## src/rtl/ga_serial_job_master_if.sv

```systemverilog
// Job/result signals between the GA serial job master and its host-side user.
// The master modport is the job master itself; slave is the driving environment.
interface ga_serial_job_master_if;
  logic        start;
  logic [31:0] origin;
  logic [31:0] objetive;
  logic        tx;
  logic        rx;
  logic        busy;
  logic        resultValid;
  logic [15:0] resultError;
  logic [15:0] resultCounter;
  logic [31:0] resultIndividual;
  logic        timeout;

  modport master (
    input  start, origin, objetive, rx,
    output tx, busy, resultValid, resultError, resultCounter, resultIndividual, timeout
  );

  modport slave (
    output start, origin, objetive, rx,
    input  tx, busy, resultValid, resultError, resultCounter, resultIndividual, timeout
  );
endinterface

```

## src/rtl/ga_serial_job_master.sv

```systemverilog
// Host-side peer of the GA debug link: sends a 64-bit job as 8 UART bytes (8N1, MSB byte first)
// and collects the 8-byte result packet, aborting on framing error or inter-byte timeout.
module ga_serial_job_master #(
  parameter int unsigned ClkPerBit     = 16,
  parameter int unsigned TimeoutCycles = 65535,
  parameter int unsigned TimeoutWidth  = 16
) (
  input logic                    clk,
  input logic                    rst,
  ga_serial_job_master_if.master bus
);
  localparam int unsigned CntW = $clog2(ClkPerBit);
  localparam logic [CntW-1:0] BitLast  = CntW'(ClkPerBit - 1);
  localparam logic [CntW-1:0] HalfLast = CntW'(ClkPerBit / 2 - 1);
  localparam logic [TimeoutWidth-1:0] TimeLast = TimeoutWidth'(TimeoutCycles - 1);

  typedef enum logic [2:0] {StIdle, StSend, StRecv, StDone, StAbort} state_e;

  state_e                  state_q, state_d;
  logic [63:0]             job_q, job_d;
  logic [CntW-1:0]         tx_cnt_q, tx_cnt_d;
  logic [3:0]              tx_bit_q, tx_bit_d;
  logic [2:0]              tx_byte_q, tx_byte_d;
  logic                    rx_s1_q, rx_s2_q, rx_s3_q;
  logic                    rx_active_q, rx_active_d;
  logic [CntW-1:0]         rx_cnt_q, rx_cnt_d;
  logic [3:0]              rx_bit_q, rx_bit_d;
  logic [7:0]              rx_byte_q, rx_byte_d;
  logic [2:0]              rx_nbytes_q, rx_nbytes_d;
  logic [55:0]             res_sr_q, res_sr_d;
  logic [TimeoutWidth-1:0] tcnt_q, tcnt_d;
  logic [63:0]             result_q, result_d;
  logic                    tx_line;
  logic                    rx_fall;
  logic [3:0]              tx_di;
  logic [7:0]              tx_cur;

  always_ff @(posedge clk) begin
    if (rst) begin
      state_q     <= StIdle;
      job_q       <= '0;
      tx_cnt_q    <= '0;
      tx_bit_q    <= '0;
      tx_byte_q   <= '0;
      rx_s1_q     <= 1'b1;
      rx_s2_q     <= 1'b1;
      rx_s3_q     <= 1'b1;
      rx_active_q <= 1'b0;
      rx_cnt_q    <= '0;
      rx_bit_q    <= '0;
      rx_byte_q   <= '0;
      rx_nbytes_q <= '0;
      res_sr_q    <= '0;
      tcnt_q      <= '0;
      result_q    <= '0;
    end else begin
      state_q     <= state_d;
      job_q       <= job_d;
      tx_cnt_q    <= tx_cnt_d;
      tx_bit_q    <= tx_bit_d;
      tx_byte_q   <= tx_byte_d;
      rx_s1_q     <= bus.rx;
      rx_s2_q     <= rx_s1_q;
      rx_s3_q     <= rx_s2_q;
      rx_active_q <= rx_active_d;
      rx_cnt_q    <= rx_cnt_d;
      rx_bit_q    <= rx_bit_d;
      rx_byte_q   <= rx_byte_d;
      rx_nbytes_q <= rx_nbytes_d;
      res_sr_q    <= res_sr_d;
      tcnt_q      <= tcnt_d;
      result_q    <= result_d;
    end
  end

  assign rx_fall = rx_s3_q & ~rx_s2_q;
  assign tx_cur  = job_q[63:56];
  assign tx_di   = tx_bit_q - 4'd1;

  always_comb begin
    state_d     = state_q;
    job_d       = job_q;
    tx_cnt_d    = tx_cnt_q;
    tx_bit_d    = tx_bit_q;
    tx_byte_d   = tx_byte_q;
    rx_active_d = rx_active_q;
    rx_cnt_d    = rx_cnt_q;
    rx_bit_d    = rx_bit_q;
    rx_byte_d   = rx_byte_q;
    rx_nbytes_d = rx_nbytes_q;
    res_sr_d    = res_sr_q;
    tcnt_d      = tcnt_q;
    result_d    = result_q;
    tx_line     = 1'b1;

    unique case (state_q)
      StIdle: begin
        if (bus.start) begin
          job_d     = {bus.origin, bus.objetive};
          tx_cnt_d  = '0;
          tx_bit_d  = '0;
          tx_byte_d = '0;
          state_d   = StSend;
        end
      end
      StSend: begin
        if (tx_bit_q == 4'd0)      tx_line = 1'b0;
        else if (tx_bit_q == 4'd9) tx_line = 1'b1;
        else                       tx_line = tx_cur[tx_di[2:0]];
        if (tx_cnt_q == BitLast) begin
          tx_cnt_d = '0;
          if (tx_bit_q == 4'd9) begin
            tx_bit_d  = '0;
            job_d     = {job_q[55:0], 8'h00};
            tx_byte_d = tx_byte_q + 3'd1;
            if (tx_byte_q == 3'd7) begin
              state_d     = StRecv;
              rx_active_d = 1'b0;
              rx_nbytes_d = '0;
              tcnt_d      = '0;
            end
          end else begin
            tx_bit_d = tx_bit_q + 4'd1;
          end
        end else begin
          tx_cnt_d = tx_cnt_q + 1'b1;
        end
      end
      StRecv: begin
        tcnt_d = tcnt_q + 1'b1;
        if (!rx_active_q) begin
          if (rx_fall) begin
            rx_active_d = 1'b1;
            rx_cnt_d    = '0;
            rx_bit_d    = '0;
            tcnt_d      = '0;
          end
        end else if (rx_bit_q == 4'd0) begin
          // Half-bit re-check of the start bit filters short glitches.
          if (rx_cnt_q == HalfLast) begin
            rx_cnt_d = '0;
            if (rx_s2_q) rx_active_d = 1'b0;
            else         rx_bit_d    = 4'd1;
          end else begin
            rx_cnt_d = rx_cnt_q + 1'b1;
          end
        end else if (rx_cnt_q == BitLast) begin
          rx_cnt_d = '0;
          if (rx_bit_q == 4'd9) begin
            rx_active_d = 1'b0;
            if (!rx_s2_q) begin
              state_d = StAbort;
            end else begin
              res_sr_d    = {res_sr_q[47:0], rx_byte_q};
              rx_nbytes_d = rx_nbytes_q + 3'd1;
              if (rx_nbytes_q == 3'd7) begin
                result_d = {res_sr_q, rx_byte_q};
                state_d  = StDone;
              end
            end
          end else begin
            rx_byte_d = {rx_s2_q, rx_byte_q[7:1]};
            rx_bit_d  = rx_bit_q + 4'd1;
          end
        end else begin
          rx_cnt_d = rx_cnt_q + 1'b1;
        end
        if (!(!rx_active_q && rx_fall) && tcnt_q == TimeLast) state_d = StAbort;
      end
      StDone:  state_d = StIdle;
      StAbort: state_d = StIdle;
      default: state_d = StIdle;
    endcase
  end

  assign bus.tx               = tx_line;
  assign bus.busy             = (state_q == StSend) || (state_q == StRecv);
  assign bus.resultValid      = (state_q == StDone);
  assign bus.timeout          = (state_q == StAbort);
  assign bus.resultError      = result_q[63:48];
  assign bus.resultCounter    = result_q[47:32];
  assign bus.resultIndividual = result_q[31:0];
endmodule

```

## src/flat_wrapper.sv

```systemverilog
// flat-port wrapper written by rule: the top's interface ports become plain ports
module ga_serial_job_master_flat 
#(
  parameter int unsigned ClkPerBit     = 16,
  parameter int unsigned TimeoutCycles = 65535,
  parameter int unsigned TimeoutWidth  = 16
)
  (clk, rst, bus_start, bus_origin, bus_objetive, bus_rx, bus_tx, bus_busy, bus_resultValid, bus_resultError, bus_resultCounter, bus_resultIndividual, bus_timeout);
  ga_serial_job_master_if bus_i ();
  input logic clk;
  input logic rst;
  input wire logic [$bits(bus_i.start)-1:0] bus_start;
  input wire logic [$bits(bus_i.origin)-1:0] bus_origin;
  input wire logic [$bits(bus_i.objetive)-1:0] bus_objetive;
  input wire logic [$bits(bus_i.rx)-1:0] bus_rx;
  output wire logic [$bits(bus_i.tx)-1:0] bus_tx;
  output wire logic [$bits(bus_i.busy)-1:0] bus_busy;
  output wire logic [$bits(bus_i.resultValid)-1:0] bus_resultValid;
  output wire logic [$bits(bus_i.resultError)-1:0] bus_resultError;
  output wire logic [$bits(bus_i.resultCounter)-1:0] bus_resultCounter;
  output wire logic [$bits(bus_i.resultIndividual)-1:0] bus_resultIndividual;
  output wire logic [$bits(bus_i.timeout)-1:0] bus_timeout;
  assign bus_i.start = bus_start;
  assign bus_i.origin = bus_origin;
  assign bus_i.objetive = bus_objetive;
  assign bus_i.rx = bus_rx;
  assign bus_tx = bus_i.tx;
  assign bus_busy = bus_i.busy;
  assign bus_resultValid = bus_i.resultValid;
  assign bus_resultError = bus_i.resultError;
  assign bus_resultCounter = bus_i.resultCounter;
  assign bus_resultIndividual = bus_i.resultIndividual;
  assign bus_timeout = bus_i.timeout;
  ga_serial_job_master #(.ClkPerBit(ClkPerBit), .TimeoutCycles(TimeoutCycles), .TimeoutWidth(TimeoutWidth)) u_core (.clk(clk), .rst(rst), .bus(bus_i));
endmodule
```

## config.mk

```make
export PLATFORM = sky130hd
export DESIGN_NAME = ga_serial_job_master_flat
export DESIGN_NICKNAME = d
export VERILOG_FILES = /design/src/rtl/ga_serial_job_master_if.sv /design/src/rtl/ga_serial_job_master.sv /design/src/flat_wrapper.sv
export SDC_FILE = /design/constraint.sdc
export NUM_CORES = 1
export LEC_CHECK = 0
export ABC_AREA = 1
export CORE_MARGIN = 2
export CORE_UTILIZATION = 55
export DETAILED_ROUTE_END_ITERATION = 8
export MAX_ROUTING_LAYER = met4
export PLACE_DENSITY_LB_ADDON = 0.25
export SYNTH_ARGS = -nofsm -noshare
export SYNTH_HDL_FRONTEND = slang
export SYNTH_SLANG_ARGS = --single-unit
```

## constraint.sdc

```tcl
create_clock -name clk -period 2.6 [get_ports clk]
set_input_delay 0.39 -clock clk [delete_from_list [all_inputs] [get_ports clk]]
set_output_delay 0.39 -clock clk [all_outputs]
set_load 0.005 [all_outputs]
```

==> metrics, run 1 <==
outcome finished clean; placed cell count 1538; # hold bufs at CTS 0; Post-DP HPWL 14700 um; Worst Reg-to-Reg Cells 12; setup violators final 0; Post-DP Area 0.0112 mm2; most frequent cell after synthesis dfxtp_1; CTS sink cnt 237; Least-Margin Pin Slew 0.933 ns; cell count after synthesis 1243; IO Port Bufs 135; Avg Vias per Cell 5.44; share of synthesized flip-flops with an asynchronous set or reset 0%; WL final 23200 um; DR DRC count 0; diodes inserted 0; core area 0.0174 mm2; maximum VDD drop 0.610 mV; Skew-Pair Late Insertion Delay 0.51 ns; Final ANT Viol Nets 0; CTS Buf Count 24; first-pass GRT wire length 37200 um; CTS Buffer Depth 3; r2r startpoint u_core.tx_cnt_q[0]$_SDFFE_PP0P_; Die X 137 um; Finished Cell Area 0.0121 mm2; worst setup path class register to primary output; Synth Area per Inst 7.86 um2; ordered list of cells on the worst path nor2_1, nand2_2, buf_6, nand2_1, clkdlybuf4s50_1; Reg clk slew, reported paths 0.07 ns; Pre-antenna DRT Iters 6; #FFs+latches synth 237; Crit-path slowest cell clkdlybuf4s50_1; initial core utilization 56.3%; Fill cells 1392; synth cell count leaders 237 x dfxtp_1, 215 x nand2_1, 124 x nor2_1; Hold Violations, Final 0; pin count of the biggest net entering global routing 119; Synth Flop Type dfxtp_1; H-Tree Depth 1; die area 0.0188 mm2; post-CTS setup buffers 0; vias in the first global route 7794; CP Launch Type register; Final Critical Period 2.40 ns; final setup TNS 0 ns; leak pwr 4.90 nW; Post-Syn Area 0.00977 mm2; root buffer cell clkbuf_16; Vias 8599; clock skew 0.0160 ns; routability cong. 0.850; initial antenna violation count 0; ratio of cells with drive above 1 in the final layout 5.24%; Worst Hold Endpoint u_core.rx_s2_q$_SDFF_PP1_; Final #Nets 1421; CTS tree yes; total track usage 24.7%; DR WL/cell 14.7 um; GRT overflow 0; max-slew violations 0; PwrDens 836 mW/mm2; Worst Path Arrival 2.01 ns; HP Class register to register; Hold Path Depth 1; Area Growth Syn to Fin 23.8%; row cnt 48; crit-path leading delay family buffers and inverters; die height 137 um; highest clock rate 417 MHz; CP endpoint kind primary output; Bufs and invs on worst path 2; worst r2r dst u_core.tcnt_q[12]$_SDFFE_PP0P_; initial detailed-routing violation count 636; Seq/Total Area, Yosys 48.6%; Final period util 92.1%; synth warn 0; Net Count, Synth 1325; largest stage delay on the critical path 0.48 ns; max capacitance violation total 0; CP required 2.21 ns; relative slew slack 37.8%; Crit Path Max Fanout 35; Synth area leader dfxtp_1; min-delay src u_core.rx_s1_q$_SDFF_PP1_; RSZ-0062 raised after global routing no; Post-synth EDFFs 0; Synth area leaders dfxtp_1 49%, nand2_1 8.3%, o211a_1 5.7%; synth unique cells 34; Synth top area share 48.6%; Final Non-Filler Cells 1581; total power 10.1 mW; Reg2Reg Setup Slack 0.46 ns; io pins 136
## report_power, final
group | switching, mW | internal [mW]
combinational | 1.39 | 0.823
clock | 1.37 | 2.30
sequential | 0.224 | 4.01
total | 2.99 | 7.12
## state kept, by name, summed over array words and instances, names as in the netlist, 3 cells and up
signal / count
u_core.tx_bit_q: 4
u_core.tcnt_q: 16
u_core.rx_cnt_q: 4
u_core.job_q: 64
u_core.result_q: 64
u_core.tx_byte_q: 3
u_core.rx_bit_q: 4
u_core.rx_nbytes_q: 3
u_core.res_sr_q: 56
u_core.tx_cnt_q: 4
u_core.rx_byte_q: 8
u_core.state_q: 3
## area by class of cell
class	count	area, um2	area share (%)
Clock buffer	35	713	5.90
Clock inverter	8	144	1.19
Inverter	125	473	3.91
Multi-Input combinational cell	803	4220	34.9
Sequential cell	237	4740	39.2
Tap cell	225	282	2.33
Timing Repair Buffer	148	1510	12.5
## layer usage
metal	part of all wire, %	track usage, %	vias to the layer above	routed length (um)
li1	-	-	4361	-
met4	1.5	4.58	0	350
met3	4.3	3.35	30	991
met5	0	-	-	0
met1	46	33.9	3994	10700
met2	48	39.4	214	11100
## cells by family after synthesis
group	share of synthesized area, %
compound gates	21.2
xor+xnor	0.269
fa+ha+maj	1.79
buf+inv	8.43
flops	48.6
simple gates	19.8
## repair_timing
item                       CTS  global route
pin swaps                    0             1
gates resized for setup      2             3
setup endpoints to repair    1             1
## per-stage QoR
step / hold WS (ns) / setup slack (ns) / util, %
2_1_floorplan: 0.389 / 0.894 / -
3_3_place_gp: 0.423 / 0.454 / 64.6
3_5_place_dp: 0.409 / 0.363 / 64.6
4_1_cts: 0.419 / 0.0164 / 69.6
5_1_grt: 0.447 / 0.0835 / 69.7
6_report: 0.420 / 0.204 / 69.7
## placed cells by master (no fill, tap or decap), types with 56 or more instances in the layout
cell / netlist / final
dfxtp_1: 237 / 237
a21oi_1: 106 / 106
o211a_1: 56 / 56
clkdlybuf4s50_1: 0 / 133
a211oi_1: 56 / 56
inv_1: 121 / 120
nand2_1: 215 / 215
nand3_1: 95 / 94
o21ai_0: 97 / 97
nor2_1: 124 / 124
## worst max path at each step
stage,from,end,slack [ns],depth (start not counted)
floorplan,u_core.tx_bit_q[0]$_SDFFE_PP0P_,bus_tx,0.89,5
global route,u_core.state_q[1]$_SDFFE_PP0P_,bus_busy,0.08,5
finish,u_core.state_q[1]$_SDFFE_PP0P_,bus_busy,0.20,5
global placement,u_core.tx_bit_q[0]$_SDFFE_PP0P_,bus_tx,0.45,6
CTS,u_core.state_q[1]$_SDFFE_PP0P_,bus_tx,0.02,7
detailed placement,bus_start,u_core.job_q[26]$_SDFFE_PP0P_,0.36,8
Note: power is estimated with default switching activity, not from simulation.
==> run 2, diff against run 1 <==
Settings changed: CORE_MARGIN 2 to 5, GPL_ROUTABILITY_DRIVEN set to 0.
==> run 2 against run 1 <==
Hold slack got worse by 0.00076 ns. Clock skew decreased by 0.0042 ns. Setup slack gained 0.037 ns. Clock power shrank 9.5%. Critical path type unchanged. Core utilization is 0.31 points lower. Final cell count rose by 0.13%. Critical endpoint is now bus_tx. First-iteration DRC count decreased by 11%. Count of clock-buffer cells in the layout unchanged.
==> metrics, run 2 (synthesis gave the netlist of run 1 again) <==
Final Critical Period 2.36 ns; max-slew violations 0; highest clock rate 424 MHz; post-CTS setup buffers 0; commonest non-fill, non-tap cell in the layout dfxtp_1; relative slew slack 36.9%; CP Launch Type register; Most Frequent Cell on Critical Path nand3_1; CTS tree yes; Final ANT Viol Nets 0; Crit-path slowest cell dfxtp_1; H-Tree Depth 1; Skew-Pair Late Insertion Delay 0.51 ns; crit-path leading delay family buffers and inverters; Pre-antenna DRT Iters 5; DR DRC count 0; CTS Buf Count 24; CP required 2.21 ns; worst setup path class register to primary output; core area 0.0174 mm2; die area 0.0205 mm2; Reg clk slew, reported paths 0.06 ns; Bufs and invs on worst path 2; biggest regs u_core.job_q: 64 flops, u_core.result_q: 64 flops, u_core.res_sr_q: 56 flops; IO Port Bufs 135; io pins 136; final setup TNS 0 ns; maximum VDD drop 0.524 mV; post_cts resized 4; ordered list of cells on the worst path inv_1, ha_4, o32ai_2, nand3_1, nand3_1, dlygate4sd2_1; max capacitance violation total 0; CP endpoint kind primary output; outcome finished clean; total track usage 23.4%; CTS Buffer Depth 3; PwrDens 814 mW/mm2; setup violators final 0; vias in the first global route 8187; initial detailed-routing violation count 569; leak pwr 4.88 nW; Post-DP HPWL 15500 um; Fill cells 1463; total power 9.80 mW; GRT overflow 0; Least-Margin Pin Slew 0.947 ns; Hold Violations, Final 0; clock skew 0.0117 ns; Worst Path Arrival 1.97 ns; Crit Path Max Fanout 5; pin count of the biggest net entering global routing 84; initial antenna violation count 0; WL final 23400 um; Die X 143 um; row cnt 48; # hold bufs at CTS 0; Final period util 90.7%; Vias 8592; commonest non-fill, non-tap cells in the layout 237 x dfxtp_1, 215 x nand2_1, 133 x clkdlybuf4s50_1; root buffer cell clkbuf_16; largest stage delay on the critical path 0.31 ns; first-pass GRT wire length 39000 um; Avg Vias per Cell 5.43; Area Growth Syn to Fin 23.2%; DR WL/cell 14.8 um; RSZ-0062 raised after global routing no; ratio of cells with drive above 1 in the final layout 5.38%; HP Class register to register; Final #Nets 1427; diodes inserted 0; die height 143 um; CTS sink cnt 237; initial core utilization 56.3%
==> run 2: cell types whose count changed in the layout (fill, tap and decap cells not counted), sizes merged <==
cell | previous run | this run
dlymetal6s2s | 1 | 0
buf | 14 | 20
dlygate4sd2 | 0 | 1
bufinv | 4 | 1
clkinv | 5 | 4
==> run 2: per-stage QoR <==
stage / hold WS (ns) / util, % / setup slack, ns / cell area, um2 / cells
CTS: 0.417 / 69.4 / 0.233 / 12000 / 1583
finish: 0.419 / 69.4 / 0.241 / 12000 / 1583
global placement: 0.394 / 64.9 / 0.365 / 11300 / 1544
global route: 0.447 / 69.4 / 0.144 / 12000 / 1583
floorplan: 0.389 / - / 0.894 / 9770 / 1243
detailed placement: 0.410 / 64.9 / 0.327 / 11300 / 1544
==> run 2: path summary, 6_finish.rpt <==
check / from / endpoint / slack, ns / cells past startpoint
max: u_core.tx_bit_q[1]$_SDFFE_PP0P_ / bus_tx / 0.24 / 6
min: u_core.rx_s1_q$_SDFF_PP1_ / u_core.rx_s2_q$_SDFF_PP1_ / 0.42 / 1
max reg2reg: u_core.rx_bit_q[1]$_SDFFE_PP0P_ / u_core.res_sr_q[33]$_SDFFE_PP0P_ / 0.34 / 8
min reg2reg: u_core.rx_s1_q$_SDFF_PP1_ / u_core.rx_s2_q$_SDFF_PP1_ / 0.42 / 1
==> run 2: layout make-up <==
cell class | instances | area (um2) | share of cell area, %
multi-input cells | 803 | 4230 | 35.1
repair buffers | 154 | 1560 | 13.0
clock buffers | 35 | 703 | 5.84
inverters | 125 | 470 | 3.91
well taps | 225 | 282 | 2.34
clock inverters | 4 | 45.0 | 0.374
flip-flops and latches | 237 | 4740 | 39.4
==> run 2: routing by layer <==
layer / global-route usage [%] / up-vias / part of all wire [%] / routed length [um]
li1: - / 4351 / - / -
met1: 31.9 / 3994 / 46 / 10800
met2: 36.8 / 211 / 47 / 11000
met3: 3.18 / 36 / 4.9 / 1150
met4: 6.05 / 0 / 2.0 / 461
met5: - / - / 0 / 0
==> run 2: power by group <==
group          switching (mW)  total, mW  leakage [nW]  internal, mW
clock                    1.37       3.32         0.370          1.95
combinational            1.40       2.25          2.58         0.852
sequential              0.218       4.22          1.92          4.01
total                    2.99       9.80          4.88          6.81
==> run 3, diff against run 2 <==
==> constraint.sdc (replaced) <==
create_clock -name clk -period 2.6 [get_ports clk]
set_input_delay 0.39 -clock clk [delete_from_list [all_inputs] [get_ports clk]]
set_output_delay 0.39 -clock clk [all_outputs]
set_load 0.1 [all_outputs]
==> run 3 against run 2 <==
Count of clock-buffer cells in the layout up 4. Design area down 1.2%. Clock power up 6%. Largest cell class unchanged. Sequential share of layout area up 0.49 points. Global-route usage down 1.4 points.
==> metrics, run 3 (synthesis gave the netlist of run 1 again) <==
outcome finished clean; Pre-antenna DRT Iters 7; RSZ-0062 raised after global routing no; Least-Margin Pin Slew 0.982 ns; Post-DP HPWL 14600 um; row cnt 48; Final #Nets 1418; Crit Path Max Fanout 8; GRT overflow 0; max capacitance violation total 0; Skew-Pair Late Insertion Delay 0.51 ns; CTS Buffer Depth 3; Final ANT Viol Nets 0; die height 143 um; # hold bufs at CTS 0; WL final 22700 um; Avg Vias per Cell 5.37; NetSw 3.17 mW; IO Port Bufs 135; CTS sink cnt 237; Vias 8475; PwrDens 854 mW/mm2; Final period util 93.9%; root buffer cell clkbuf_16; CTS Buf Count 24; Clk network pwr share 34.5%; DR DRC count 0; Hold Violations, Final 0; initial core utilization 56.3%; diodes inserted 0; worst setup path class register to primary output; CP endpoint kind primary output; Combinational Power Share 23.8%; CP Launch Type register; highest clock rate 409 MHz; CTS tree yes; setup violators final 0; ratio of cells with drive above 1 in the final layout 10.1%; pin count of the biggest net entering global routing 119; max-slew violations 0; DR WL/cell 14.4 um; initial antenna violation count 0; Reg clk slew, reported paths 0.06 ns; P_int 7.00 mW; io pins 136; Worst Path Arrival 2.05 ns; first-pass GRT wire length 37200 um; commonest non-fill, non-tap cell in the layout dfxtp_1; commonest non-fill, non-tap cells in the layout 236 x dfxtp_1, 215 x nand2_1, 124 x nor2_1; core area 0.0174 mm2; vias in the first global route 7657; Die X 143 um; leak pwr 5.01 nW; relative slew slack 34.6%; H-Tree Depth 1; initial detailed-routing violation count 615; final setup TNS 0 ns; Reg2Reg Setup Slack 0.46 ns; Reg power frac 41.7%; CP required 2.21 ns; Area Growth Syn to Fin 21.7%; Final Critical Period 2.44 ns; hold slack 0.332 ns; clock skew 0.00970 ns; maximum VDD drop 0.551 mV; HP Class primary input to register; switch share 31.1%; die area 0.0205 mm2; biggest regs u_core.job_q: 64 flops, u_core.result_q: 64 flops, u_core.res_sr_q: 56 flops; total track usage 22.0%
[run 3: critical path: stages (launching register included)]
cell	delay (ns)
dfxtp_2	0.40
inv_1	0.16
ha_4	0.29
o32ai_1	0.29
nand2_1	0.10
nand3_2	0.13
buf_12	0.18
[run 3: area by class of cell]
class | count | area (um2)
Clock buffer | 39 | 738
Clock inverter | 4 | 72.6
Fill cell | 1485 | 5460
Inverter | 125 | 470
Multi-Input combinational cell | 803 | 4250
Sequential cell | 237 | 4750
Tap cell | 225 | 282
Timing Repair Buffer | 145 | 1340
[run 3: timing repair]
action / 4_1_cts / 5_1_grt
setup buffers: 0 / 0
cloned: 0 / 0
resized for setup: 2 / 2
setup endpoints to repair: 1 / 1
[run 3: power by group through the flow]
stage               Combinational, mW  Sequential [mW]  Clock (mW)
floorplan                        1.87             4.24           0
global placement                 2.33             4.29           0
detailed placement               2.38             4.30           0
CTS                              2.39             4.23        3.56
global route                     2.70             4.27        3.71
finish                           2.42             4.24        3.51
[run 3: stage by stage]
| step | worst slack (ns) | cells | util, % | area [um2] | total power [mW] |
|---|---|---|---|---|---|
| detailed placement | 0.351 | 1535 | 63.7 | 11100 | 6.68 |
| finish | 0.158 | 1578 | 68.5 | 11900 | 10.2 |
| global route | 0.0177 | 1578 | 68.5 | 11900 | 10.7 |
| global placement | 0.386 | 1535 | 63.7 | 11100 | 6.63 |
| CTS | 0.0298 | 1578 | 68.4 | 11900 | 10.2 |
| floorplan | 0.243 | 1243 | - | 9780 | 6.10 |
[run 3: path summary, 6_finish.rpt]
kind | startpoint | end | cells past startpoint
worst max-delay path | u_core.tx_bit_q[0]$_SDFFE_PP0P_ | bus_tx | 6
worst min-delay path | rst | u_core.state_q[0]$_SDFFE_PP0P_ | 4
worst max register to register | u_core.tx_cnt_q[0]$_SDFFE_PP0P_ | u_core.tcnt_q[12]$_SDFFE_PP0P_ | 12
worst min register to register | u_core.rx_s1_q$_SDFF_PP1_ | u_core.rx_s2_q$_SDFF_PP1_ | 1
[run 3: layer usage]
layer,global-route usage [%],up-vias,share of wire (%)
met3,2.75,42,4.5
li1,-,4342,-
met2,32.6,206,45
met4,5.65,0,2.4
met5,-,-,0
met1,32.0,3885,48
==> RTL edit 1, RTL diff (flow settings as in run 1) <==
Make the reset (`rst`) asynchronous in one clocked block.
--- a/src/rtl/ga_serial_job_master.sv
+++ b/src/rtl/ga_serial_job_master.sv
@@ -36,5 +36,5 @@
   logic [7:0]              tx_cur;
 
-  always_ff @(posedge clk) begin
+  always_ff @(posedge clk or posedge rst) begin
     if (rst) begin
       state_q     <= StIdle;
Function: not settled (the Yosys comparison gave no result); the edit may change what the design does.
==> RTL edit 1 against run 1 <==
- total power grew 18%
- register-to-register slack worse by 0.19 ns
- cell count is 1.2% lower
- clock power about the same
- fmax shrank 1.7%
- combinational power rose by 60%
- sequential share of layout area is 6.8 points higher
- area after synthesis is 6.7% higher
- routed wire length is 5.3% lower
- sequential cell count did not move
- cell area up 6.5%
- critical path depth stayed put
- setup slack got worse by 0.042 ns
==> RTL edit 1: results (changes against run 1) <==
| Metric | Value |
|---|---|
| Met1 Use GR | `0.3013 (-0.03772)` |
| Synth Area in XOR/XNOR | `0.005042 (+0.002352)` |
| Area post-placement | `12000 um^2 (+7.0%)` |
| Met3 Usage GRT | `0.03814 (+0.004657)` |
| GRT met2 Usage | `0.3996 (+0.005727)` |
| TritonRoute pass-1 iters | `5 (-1)` |
| Crit Reg-Reg Startpoint | `u_core.rx_bit_q[1]` |
| Crit-path max cell delay | `0.53 ns (+0.05 ns)` |
| Gpl congestion | `0.8954 (+5.4%)` |
| Critical path data arrival time | `2.05 ns (+0.04 ns)` |
| Cells after DPL | `1516 (-1.4%)` |
| Max rail drop VDD | `0.0006255 V (+2.5%)` |
| Ys async rst share | `1.000 (+1.000)` |
| Fillcell total | `1514 (+8.8%)` |
| Initial DRC Count | `513 (-19%)` |
| Total GRT Usage | `0.2338 (-0.01293)` |
| Routed WL | `21990 um (-5.3%)` |
| Syn nets | `1275 (-3.8%)` |
| Post-DP HPWL | `14890 um (+1.2%)` |
| Worst r2r dst | `u_core.res_sr_q[15]` |
| Vias | `8119 (-5.6%)` |
| Final hold slack | `0.2145 ns (-0.2057 ns)` |
| Mux contribution to synthesized area | `0.0009604 (+0.0009604)` |
| Status | `completed` |
| Cell count after synthesis | `1193 (-4.0%)` |
==> RTL edit 1: kinds of logic (layout without fill, tap and decap cells) <==
kind of cell	Yosys count	count (layout)
AO/OA/AOI/OAI	307	307
XOR/XNOR	6	6
adder cells (fa/ha/maj)	14	14
buffers and inverters	234	369
flip-flops	237	237
multiplexers	1	1
AND/OR/NAND/NOR	394	394
==> RTL edit 1: power breakdown <==
| group | internal (mW) | leakage (nW) | switching (mW) | total [mW] |
|---|---|---|---|---|
| registers | 4.41 | 3.17 | 0.361 | 4.77 |
| logic | 1.27 | 2.10 | 2.26 | 3.53 |
| clock network | 2.25 | 0.428 | 1.43 | 3.68 |
| total | 7.93 | 5.69 | 4.05 | 12.0 |
==> RTL edit 1: metal layers <==
layer / vias to the layer above / wire, um / share of wire
met5: - / 0 / 0
met4: 0 / 343 / 0.016
met3: 29 / 997 / 0.045
met2: 165 / 11080 / 0.50
met1: 3842 / 9571 / 0.44
li1: 4083 / - / -
==> RTL edit 1: what timing repair did <==
action | 4_1_cts | 5_1_grt
hold endpoints to repair | 0 | 0
pin swaps | 0 | 0
setup endpoints to repair | 1 | 1
gates resized for setup | 1 | 1
gates cloned | 0 | 0
==> RTL edit 1: final cells by class <==
class / count / area, um^2 / area share
Clock buffer: 35 / 723.2 / 0.05614
Clock inverter: 11 / 150.1 / 0.01165
Inverter: 174 / 658.1 / 0.05109
Multi-Input combinational cell: 722 / 3581 / 0.2780
Sequential cell: 237 / 5934 / 0.4607
Tap cell: 234 / 292.8 / 0.02273
Timing Repair Buffer: 149 / 1543 / 0.1198
==> RTL edit 1: critical path, delay by kind of cell (launching register included) <==
kind | cells | cell delay [ns]
buf+inv | 3 | 0.83
flops | 1 | 0.41
simple gates | 2 | 0.29
==> RTL edit 2, RTL diff (flow settings as in run 1) <==
Without the edit above. `ClkPerBit` is set to 16 in 2 places; all go to 64.
--- a/src/rtl/ga_serial_job_master.sv
+++ b/src/rtl/ga_serial_job_master.sv
@@ -2,5 +2,5 @@
 // and collects the 8-byte result packet, aborting on framing error or inter-byte timeout.
 module ga_serial_job_master #(
-  parameter int unsigned ClkPerBit     = 16,
+  parameter int unsigned ClkPerBit     = 64,
   parameter int unsigned TimeoutCycles = 65535,
   parameter int unsigned TimeoutWidth  = 16
--- a/src/flat_wrapper.sv
+++ b/src/flat_wrapper.sv
@@ -2,5 +2,5 @@
 module ga_serial_job_master_flat 
 #(
-  parameter int unsigned ClkPerBit     = 16,
+  parameter int unsigned ClkPerBit     = 64,
   parameter int unsigned TimeoutCycles = 65535,
   parameter int unsigned TimeoutWidth  = 16
Function: not settled (the Yosys comparison gave no result); the edit may change what the design does.
==> RTL edit 2 against run 1 <==
- core utilization shrank 2.1 points
- area after synthesis grew 9.6%
- highest routed layer unchanged
- cell area grew 7.7%
- total power grew 1.2%
- synthesized cell count grew 28%
- setup slack gained 0.049 ns
- largest power group unchanged
- sequential cell count grew 4
- routed wire length grew 2.2%
==> RTL edit 2: results (changes against run 1) <==
| Metric | Value |
|---|---|
| Status | `completed` |
| CP max FO | `4 (-89%)` |
| Top cells by count, synth | `nand2_1, dfxtp_1, inv_1, nor2_1, o21ai_0` |
| Biggest regs | `u_core.job_q: 64 flops, u_core.result_q: 64 flops, u_core.res_sr_q: 56 flops` |
| WL met2 | `11340 um (+1.8%)` |
| Synth top area cells | `dfxtp_1, nand2_1, inv_1` |
| WL met1 | `10910 um (+1.6%)` |
| Global-route wire length before repair | `39400 um (+5.9%)` |
| Post-DP HPWL | `15550 um (+5.7%)` |
| Total GRT Usage | `0.2333 (-0.01345)` |
| Area fraction in compound gates after synthesis | `0.1519 (-0.05967)` |
| Syn nets | `1668 (+26%)` |
| Fraction of layout cells with a size suffix above 1 | `0.04527 (-0.007092)` |
| Mux contribution to synthesized area | `0.001870 (+0.001870)` |
| Worst r2r dst | `u_core.result_q[28]` |
| Total net switching power | `3.260 mW (+9.1%)` |
| Clock root cell | `clkbuf_16` |
| Post-synthesis sequential area ratio | `0.4506 (-0.03508)` |
| Initial antenna violation count | `0 (unchanged)` |
| Worst hold path class | `flop to flop` |
| Pleak | `5.458 nW (+11%)` |
| Met1 Use GR | `0.2999 (-0.03904)` |
| Initial DRC Count | `571 (-10%)` |
| Synth Area in XOR/XNOR | `0.001636 (-0.001054)` |
| Routed length per instance | `12.07 um (-18%)` |
| Clock network power share | `0.327 (-0.036)` |
| Clk_skew | `0.01043 ns (-0.005522 ns)` |
| Post-CTS Setup Repair Bufs | `0 (unchanged)` |
| Largest net degree at the start of global routing | `73 (-39%)` |
| Worst R2R Path Depth | `9 (-3)` |
| Max rail drop VDD | `0.0006007 V (-1.5%)` |
| Ant. Diodes | `0 (unchanged)` |
| Vias in the first global route | `8723 (+12%)` |
| Critical path data arrival time | `1.96 ns (-0.05 ns)` |
| Max_slew headroom | `0.5689 (+0.1907)` |
| Synth Area in Adders | `0.01636 (-0.001571)` |
| Met3 Usage GRT | `0.03466 (+0.001175)` |
| CTS Buf Count | `25 (+4.2%)` |
| Gpl congestion | `0.8249 (-2.9%)` |
| R2R setup slack | `0.37 ns (-0.09 ns)` |
| Crit-path max cell delay | `0.58 ns (+0.10 ns)` |
| Distinct cells, synth | `35 (+2.9%)` |
| Sw Ratio | `0.3186 (+0.02300)` |
| TritonRoute pass-1 iters | `5 (-1)` |
| Comb. pwr | `2.58 mW (+17%)` |
| Hold_sp | `u_core.rx_s1_q` |
| Nets | `1770 (+25%)` |
| Vias | `9704 (+13%)` |
| GRT met2 Usage | `0.3890 (-0.004892)` |
| Fillcell total | `1746 (+25%)` |
| Crit Reg-Reg Startpoint | `u_core.rx_cnt_q[1]` |
| Detail Route met3 WL | `1056 um (+6.6%)` |
-- RTL edit 2: cell type report --
class                   count  share of cell area
multi-input cells        1023              0.3543
well taps                 265             0.02545
inverters                 239             0.06905
flip-flops and latches    241              0.3703
repair buffers            158              0.1229
clock inverters             4            0.003745
clock buffers              36             0.05426
-- RTL edit 2: how the worst max path moves through the flow --
stage          depth (start not counted)  slack [ns]                  end               start
6_report                               3        0.25      bus_resultValid   u_core.state_q[0]
5_1_grt                                9        0.12  u_core.result_q[30]  u_core.rx_cnt_q[1]
4_1_cts                                7        0.04               bus_tx  u_core.tx_bit_q[0]
3_5_place_dp                           9        0.42  u_core.result_q[24]  u_core.rx_bit_q[0]
3_3_place_gp                           9        0.52  u_core.result_q[63]  u_core.rx_cnt_q[0]
2_1_floorplan                         10        0.72  u_core.result_q[13]  u_core.rx_cnt_q[0]
-- RTL edit 2: through the flow --
stage | cells | cell area (um^2) | util | hold WS [ns] | worst slack [ns]
finish | 1966 | 13030 | 0.6761 | 0.4215 | 0.2534
global route | 1966 | 13030 | 0.6761 | 0.4199 | 0.1210
CTS | 1966 | 13030 | 0.6760 | 0.4142 | 0.03983
detailed placement | 1926 | 12260 | 0.6361 | 0.4048 | 0.4249
global placement | 1926 | 12260 | 0.6361 | 0.3945 | 0.5240
floorplan | 1586 | 10710 | - | 0.3895 | 0.7201
-- RTL edit 2: what timing repair did --
action,CTS,global route
setup endpoints to repair,1,1
resized for setup,1,2
cloned,0,0
-- RTL edit 2: logic make-up after synthesis --
kind of cell             after synthesis
AO/OA/AOI/OAI                        318
XOR/XNOR                               2
adder cells (fa/ha/maj)               14
buffers and inverters                322
flip-flops                           241
multiplexers                           2
AND/OR/NAND/NOR                      687
